--- src/rtl/whackmole_game.sv ---
// Whack-a-mole game core: IDLE/PLAY/OVER round control, LFSR mole spawning,
// per-mole lifetimes, edge-detected hits, saturating score and miss counters.
module whackmole_game #(
    parameter int          N_HOLES      = 18,
    parameter int          MAX_MOLES    = 4,
    parameter int          SPAWN_PERIOD = 25_000_000,
    parameter int          MOLE_LIFE    = 50_000_000,
    parameter int          MAX_MISSES   = 5,
    parameter int          WRONG_PEN    = 0,
    parameter int          SCORE_W      = 16,
    parameter logic [15:0] LFSR_SEED    = 16'hACE1
) (
    input  logic                                clk,
    input  logic                                rst,
    input  logic                                start,
    input  logic [N_HOLES-1:0]                  SW,
    output logic [N_HOLES-1:0]                  LEDR,
    output logic [N_HOLES-1:0]                  hit_reg,
    output logic [SCORE_W-1:0]                  score,
    output logic [$clog2(MAX_MISSES+1)-1:0]     misses,
    output logic                                playing,
    output logic                                game_over
);

    localparam int MW = $clog2(MAX_MISSES + 1);
    localparam int CW = $clog2(SPAWN_PERIOD);
    localparam int LW = $clog2(MOLE_LIFE);
    localparam int IW = $clog2(N_HOLES);

    localparam logic [CW-1:0] SPAWN_LAST = CW'(SPAWN_PERIOD - 1);
    localparam logic [LW-1:0] LIFE_INIT  = LW'(MOLE_LIFE - 1);
    localparam logic [MW-1:0] MISS_MAX   = MW'(MAX_MISSES);

    typedef enum logic [1:0] {
        S_IDLE,
        S_PLAY,
        S_OVER
    } state_t;

    state_t                         state_q, state_d;
    logic [N_HOLES-1:0]             sw_q, sw_d;
    logic [N_HOLES-1:0]             ledr_q, ledr_d;
    logic [N_HOLES-1:0]             hit_q, hit_d;
    logic [SCORE_W-1:0]             score_q, score_d;
    logic [MW-1:0]                  misses_q, misses_d;
    logic [CW-1:0]                  spawn_q, spawn_d;
    logic [N_HOLES-1:0][LW-1:0]     life_q, life_d;
    logic [15:0]                    lfsr_q, lfsr_d;
    logic                           playing_q, playing_d;
    logic                           over_q, over_d;

    logic [N_HOLES-1:0]             sw_edge;
    logic [N_HOLES-1:0]             hits;
    logic [N_HOLES-1:0]             wrongs;
    logic [N_HOLES-1:0]             timeouts;
    logic [15:0]                    lfsr_nx;
    logic [IW-1:0]                  idx;

    function automatic logic [7:0] popcnt(input logic [N_HOLES-1:0] v);
        logic [7:0] n;
        n = '0;
        for (int i = 0; i < N_HOLES; i++) n = n + 8'(v[i]);
        return n;
    endfunction

    // Fibonacci taps 16,14,13,11; feedback enters at the LSB.
    function automatic logic [15:0] lfsr_step(input logic [15:0] l);
        return {l[14:0], l[15] ^ l[13] ^ l[12] ^ l[10]};
    endfunction

    function automatic logic [SCORE_W-1:0] sat_score(input logic [SCORE_W-1:0] s,
                                                     input logic [7:0]         add);
        logic [SCORE_W+7:0] sum;
        sum = (SCORE_W + 8)'(s) + (SCORE_W + 8)'(add);
        if (sum[SCORE_W+7:SCORE_W] != '0) return '1;
        return sum[SCORE_W-1:0];
    endfunction

    function automatic logic [MW-1:0] sat_miss(input logic [MW-1:0] m,
                                               input logic [7:0]    add);
        logic [31:0] sum;
        sum = 32'(m) + 32'(add);
        if (sum >= 32'(MAX_MISSES)) return MISS_MAX;
        return sum[MW-1:0];
    endfunction

    always_comb begin
        state_d  = state_q;
        sw_d     = SW;
        ledr_d   = ledr_q;
        hit_d    = '0;
        score_d  = score_q;
        misses_d = misses_q;
        spawn_d  = spawn_q;
        life_d   = life_q;
        lfsr_d   = lfsr_q;
        sw_edge  = SW ^ sw_q;
        hits     = '0;
        wrongs   = '0;
        timeouts = '0;
        lfsr_nx  = lfsr_step(lfsr_q);
        idx      = lfsr_nx[IW-1:0];

        case (state_q)
            S_PLAY: begin
                hits = sw_edge & ledr_q;
                if (WRONG_PEN != 0) wrongs = sw_edge & ~ledr_q;
                // A hit on the last lifetime cycle takes precedence over the timeout.
                for (int i = 0; i < N_HOLES; i++) begin
                    if (ledr_q[i]) begin
                        if (life_q[i] == '0) timeouts[i] = ~hits[i];
                        else                 life_d[i]   = life_q[i] - 1'b1;
                    end
                end
                ledr_d   = ledr_q & ~hits & ~timeouts;
                hit_d    = hits;
                score_d  = sat_score(score_q, popcnt(hits));
                misses_d = sat_miss(misses_q, popcnt(timeouts) + popcnt(wrongs));

                if (spawn_q == SPAWN_LAST) begin
                    spawn_d = '0;
                    lfsr_d  = lfsr_nx;
                    if (32'(idx) < N_HOLES && !ledr_q[idx] && !hits[idx] &&
                        32'(popcnt(ledr_q)) < MAX_MOLES) begin
                        ledr_d[idx] = 1'b1;
                        life_d[idx] = LIFE_INIT;
                    end
                end else begin
                    spawn_d = spawn_q + 1'b1;
                end

                if (misses_d == MISS_MAX) begin
                    state_d = S_OVER;
                    ledr_d  = '0;
                end
            end
            default: begin
                if (start) begin
                    state_d  = S_PLAY;
                    score_d  = '0;
                    misses_d = '0;
                    ledr_d   = '0;
                    spawn_d  = '0;
                    lfsr_d   = LFSR_SEED;
                end
            end
        endcase

        playing_d = (state_d == S_PLAY);
        over_d    = (state_d == S_OVER);
    end

    always_ff @(posedge clk or posedge rst) begin
        if (rst) begin
            state_q   <= S_IDLE;
            sw_q      <= '0;
            ledr_q    <= '0;
            hit_q     <= '0;
            score_q   <= '0;
            misses_q  <= '0;
            spawn_q   <= '0;
            life_q    <= '0;
            lfsr_q    <= LFSR_SEED;
            playing_q <= 1'b0;
            over_q    <= 1'b0;
        end else begin
            state_q   <= state_d;
            sw_q      <= sw_d;
            ledr_q    <= ledr_d;
            hit_q     <= hit_d;
            score_q   <= score_d;
            misses_q  <= misses_d;
            spawn_q   <= spawn_d;
            life_q    <= life_d;
            lfsr_q    <= lfsr_d;
            playing_q <= playing_d;
            over_q    <= over_d;
        end
    end

    assign LEDR      = ledr_q;
    assign hit_reg   = hit_q;
    assign score     = score_q;
    assign misses    = misses_q;
    assign playing   = playing_q;
    assign game_over = over_q;

endmodule

--- config.mk ---
export PLATFORM = sky130hd
export DESIGN_NAME = whackmole_game
export DESIGN_NICKNAME = d
export VERILOG_FILES = /design/src/rtl/whackmole_game.sv
export SDC_FILE = /design/constraint.sdc
export NUM_CORES = 2
export LEC_CHECK = 0
export ABC_CLOCK_PERIOD_IN_PS = 24800
export BUFFER_PORTS_ARGS = -buffer_cell sky130_fd_sc_hd__buf_2
export CAP_MARGIN = 20
export CORE_ASPECT_RATIO = 0.5
export CORE_MARGIN = 2
export CORE_UTILIZATION = 45
export DETAILED_ROUTE_END_ITERATION = 7
export PLACE_DENSITY = 0.73
export SLEW_MARGIN = 0
export SYNTH_ARGS = -nofsm -noshare
export SYNTH_HDL_FRONTEND = slang
export SYNTH_SLANG_ARGS = --single-unit
--- constraint.sdc ---
create_clock -name clk -period 24.8 [get_ports clk]
set_clock_uncertainty 0.2 [all_clocks]
set_input_delay 6.2 -clock clk [delete_from_list [all_inputs] [get_ports clk]]
set_output_delay 6.2 -clock clk [all_outputs]
set_load 0.005 [all_outputs]
==> run summary <==
Once placement finished, the instance area stood at 33760 um2. The sequential element share of the synthesized area came out at 45.39%. The share of total power consumed by net switching is 26.80%. Of the total power, registers draw 47.6%. The cell type with the highest occurrence count on the critical path is fa_1. The library cells used most frequently in the layout, excluding fill and tap cells, are dfrtp_1 (578), nand2_1 (435), nor2_1 (327), xor2_1 (202), xnor2_1 (198). The required time at the worst-slack endpoint is 25.13 ns. The worst setup path is launched from a primary input. The wire length of the first global-routing pass came out at 135.8 mm. The clock tree from TritonCTS is yes.

The worst endpoint data arrival time is 12.62 ns. The global route total overflow came out at 0. The top cell family by delay on the critical path is adder cells. In the final layout, flip-flops and latches occupy 14670 um2. The number of iterations in the first detailed-routing pass is 5. The part of the power in combinational logic is 9.8%. The number of flops mapped to enable cells by yosys is 0. The count of buffer and inverter cells on the critical path is 3.

The total of max-cap violations came out at 0. The worst setup path is of the primary input to flip-flop kind. In this run, synthesis produced a sequential element count of 586.

The proportion of layout cells with a drive suffix above 1 came out at 8.333%. The residual DRC count is 0. Setup repair after global routing left no endpoint under its margin.

The total of endpoints with negative setup slack in the final report is 0. Clock-pin slew was measured on the worst setup and hold paths at 0.07 ns. The fraction of synthesized cell area taken by the top area cell type is 44.74%.

The number of antenna violations at the first check in global routing is 2. The number of global-route vias before repair is 25579. The number of instances resized during post-cts repair came out at 0.

The power per cell area came out at 58.13 nW/um2. The internal cell power is 1.519 mW. The number of sinks driven by the clock tree came out at 586.

The category of the worst setup path capture point is a flip-flop. The final cycle utilization of the critical path came out at 49.56%. The starting DRC count in detailed routing came out at 2446. For this run, the number of Yosys warnings is 0. The worst vdd rail ir drop came out at 0.05074 mV.

Summing over every cut layer, the via total after detailed routing is 26339. The post-route cell area came out at 35700 um2. The most flop-heavy register is life_q. In this run the tightest slew margin relative to its limit is 18.47%. The clock tree synthesis step divided the H-tree into 2 levels. In the final timing run, aggregate negative setup slack is 0 ns.

The clock passes through at most 3 buffers. Yosys attributes the largest share of cell area to dfrtp_1 (45%), xor2_1 (5.5%), xnor2_1 (5.4%), nand2_1 (5.1%), nor2_1 (3.8%). The vertical die dimension is 193.5 um. The count of standard-cell rows came out at 69.

The largest net degree at the start of global routing is 120. The area growth from synthesis to layout is 10.43%. The library cell with the largest summed area after synthesis is dfrtp_1.

The tightest hold path in the finished design has a slack of 0.2929 ns. The largest fanout of any net on the critical path came out at 10. The largest registers in the layout are life_q (468), spawn_q (25). The final layout contains 3625 nets. The final number of hold-violating endpoints was 0.

The number of setup buffers added after CTS came out at 0. A synthesized cell averages 9.373 um2. The number of standard cells after synthesis is 3449. Counting the fill cells in the layout gives 6335. The overall track demand over capacity in global routing is 22.25%. The number of hold buffers added after CTS was 0.

The TritonCTS buffer count is 54. The number of antenna-violating nets in the routed design is 0. The clock reaches the later pin of the worst-skew pair after 0.64 ns.

The largest incremental delay on the critical path is 0.70 ns. The flow ran to the end, and the final reports show no timing, DRC or antenna violations. Based on the critical path, the design can be clocked at up to 0.08135 GHz. In this run the horizontal extent of the chip is 383.0 um. Leaving out fill and tap cells, the most frequent cell in the layout is dfrtp_1. The die covers 74130 um2.

The signal on the critical path passes through buf_2 > xnor2_1 > nand3_1 > fa_1 > fa_1 > inv_1 > fa_1 > fa_1 > fa_1 > fa_1 > inv_1 > fa_1 > nand2b_1 > a2111oi_0 > o21ai_0 > nor2_1 > nand2_1 > o31ai_1. The minimum clock period after layout came out at 12.29 ns. Once detailed placement completed, the half-perimeter wirelength came to 58.06 mm. The flip-flop count of the largest register after layout is 468.

The starting utilization of the core area came out at 45.50%. The type of the most critical hold path is flip-flop to flip-flop. The total I/O pin count is 78. In the final layout, the multi-input gates occupy 16810 um2.

The total routed wirelength is 83.15 mm. The number of library cell types mapped by synthesis is 94. The cell at the root of the clock tree is clkbuf_16.

In this run the cell area of the synthesized design comes to 32330 um2. The wire length per cell came out at 18.43 um. Buffers placed on the I/O ports in this run total 77.

The proportion of power drawn by the clock network is 42.6%. The slowest library cell on the worst path is nor2_1. The total nets after synthesis came out at 3567.

For this design the total switching power over the nets is 0.5562 mW. The final weighted congestion in routability-driven placement is 0.9306. The max-slew violation total from the final report is 0.

The transition time at the pin with the least slew margin is 1.218 ns. The prevailing post-synth register cell is dfrtp_1. The core box area came out at 71050 um2. The fraction of registers with async set/reset came out at 100.0%. Summed over all cells, the static leakage comes to 17.76 nW. The via density per instance came out at 5.838.
power groups by stage:
stage               clock (mW)  sequential (mW)  combinational [mW]
floorplan                    0            0.995               0.130
global placement             0             1.01               0.196
detailed placement           0             1.01               0.199
CTS                      0.897            0.988               0.200
global route             0.936            0.989               0.223
finish                   0.883            0.989               0.203
metal layers:
metal / share of wire, % / GRT usage [%]
met5: 0 / 0
met4: 3.3 / 8.020
met3: 6.1 / 3.878
met2: 46 / 35.12
met1: 45 / 30.82
path summary, 6_finish.rpt:
check / cells after the start / slack (ns) / to / startpoint
hold / removal: 2 / 0.29 / lfsr_q[9] / lfsr_q[8]
hold reg to reg: 2 / 0.29 / lfsr_q[9] / lfsr_q[8]
max in group asynchronous: 5 / 15.84 / life_q[381] / rst
min in group asynchronous: 2 / 5.52 / life_q[19] / rst
setup reg to reg: 20 / 16.04 / LEDR[1] / life_q[378]
setup / recovery: 18 / 12.51 / LEDR[1] / SW[14]
synthesized netlist by cell type, drive strengths merged (22+ instances only):
library cell / number
dfrtp: 578
nand2: 435
nor2: 329
xor2: 202
nor3: 199
xnor2: 198
nand3: 159
nor4: 152
o21ai: 137
inv: 110
clkbuf: 95
nand4: 86
or3: 69
or4: 63
a21oi: 61
ha: 60
and3: 47
fa: 37
nand3b: 34
and2: 29
nand4b: 29
a31oi: 25
nor2b: 25
buf: 23
o31ai: 23
nor4b: 22
per-stage QoR:
stage / utilization [%] / worst slack (ns) / std cells / total power, mW
after floorplan: - / 2.015 / 3449 / 1.125
after global placement: 47.51 / 11.98 / 4401 / 1.201
after detailed placement: 47.52 / 11.91 / 4402 / 1.205
after CTS: 50.13 / 12.54 / 4503 / 2.085
after global routing: 50.24 / 12.08 / 4511 / 2.147
final: 50.24 / 12.51 / 4512 / 2.075
cell type report:
class | instances | share of cell area [%]
inverters | 111 | 1.188
well taps | 958 | 3.358
diodes | 2 | 0.01402
flip-flops and latches | 586 | 41.10
clock buffers | 79 | 4.507
multi-input cells | 2634 | 47.09
clock inverters | 22 | 0.6905
repair buffers | 120 | 2.047
worst reg2reg max path, cell delays in order, from the launching register on:
cell	delay, ns
dfrtp_1	0.44
or4_1	0.62
nor4_2	0.49
nand3_1	0.59
nor2_1	0.51
nand3_1	0.23
fa_1	0.55
fa_1	0.55
inv_1	0.06
fa_1	0.50
fa_1	0.53
fa_1	0.59
fa_1	0.20
inv_1	0.06
fa_1	0.49
nand2b_1	0.07
a2111oi_0	0.50
o21ai_0	0.24
nor2_1	0.70
nand2_1	0.28
o31ai_1	0.27
kinds of logic (layout without fill, tap and decap cells):
logic type               count (synthesis)  in the layout  synth area share, %
AO/OA/AOI/OAI                          345            345                6.611
AND/OR/NAND/NOR                       1770           1770                29.03
other                                    0              2                    0
flip-flops                             586            586                45.39
XOR/XNOR                               400            400                10.84
buffers and inverters                  229            332                2.736
multiplexers                            22             22               0.7779
adder cells (fa/ha/maj)                 97             97                4.614
Power figures use the tool's default switching activity.
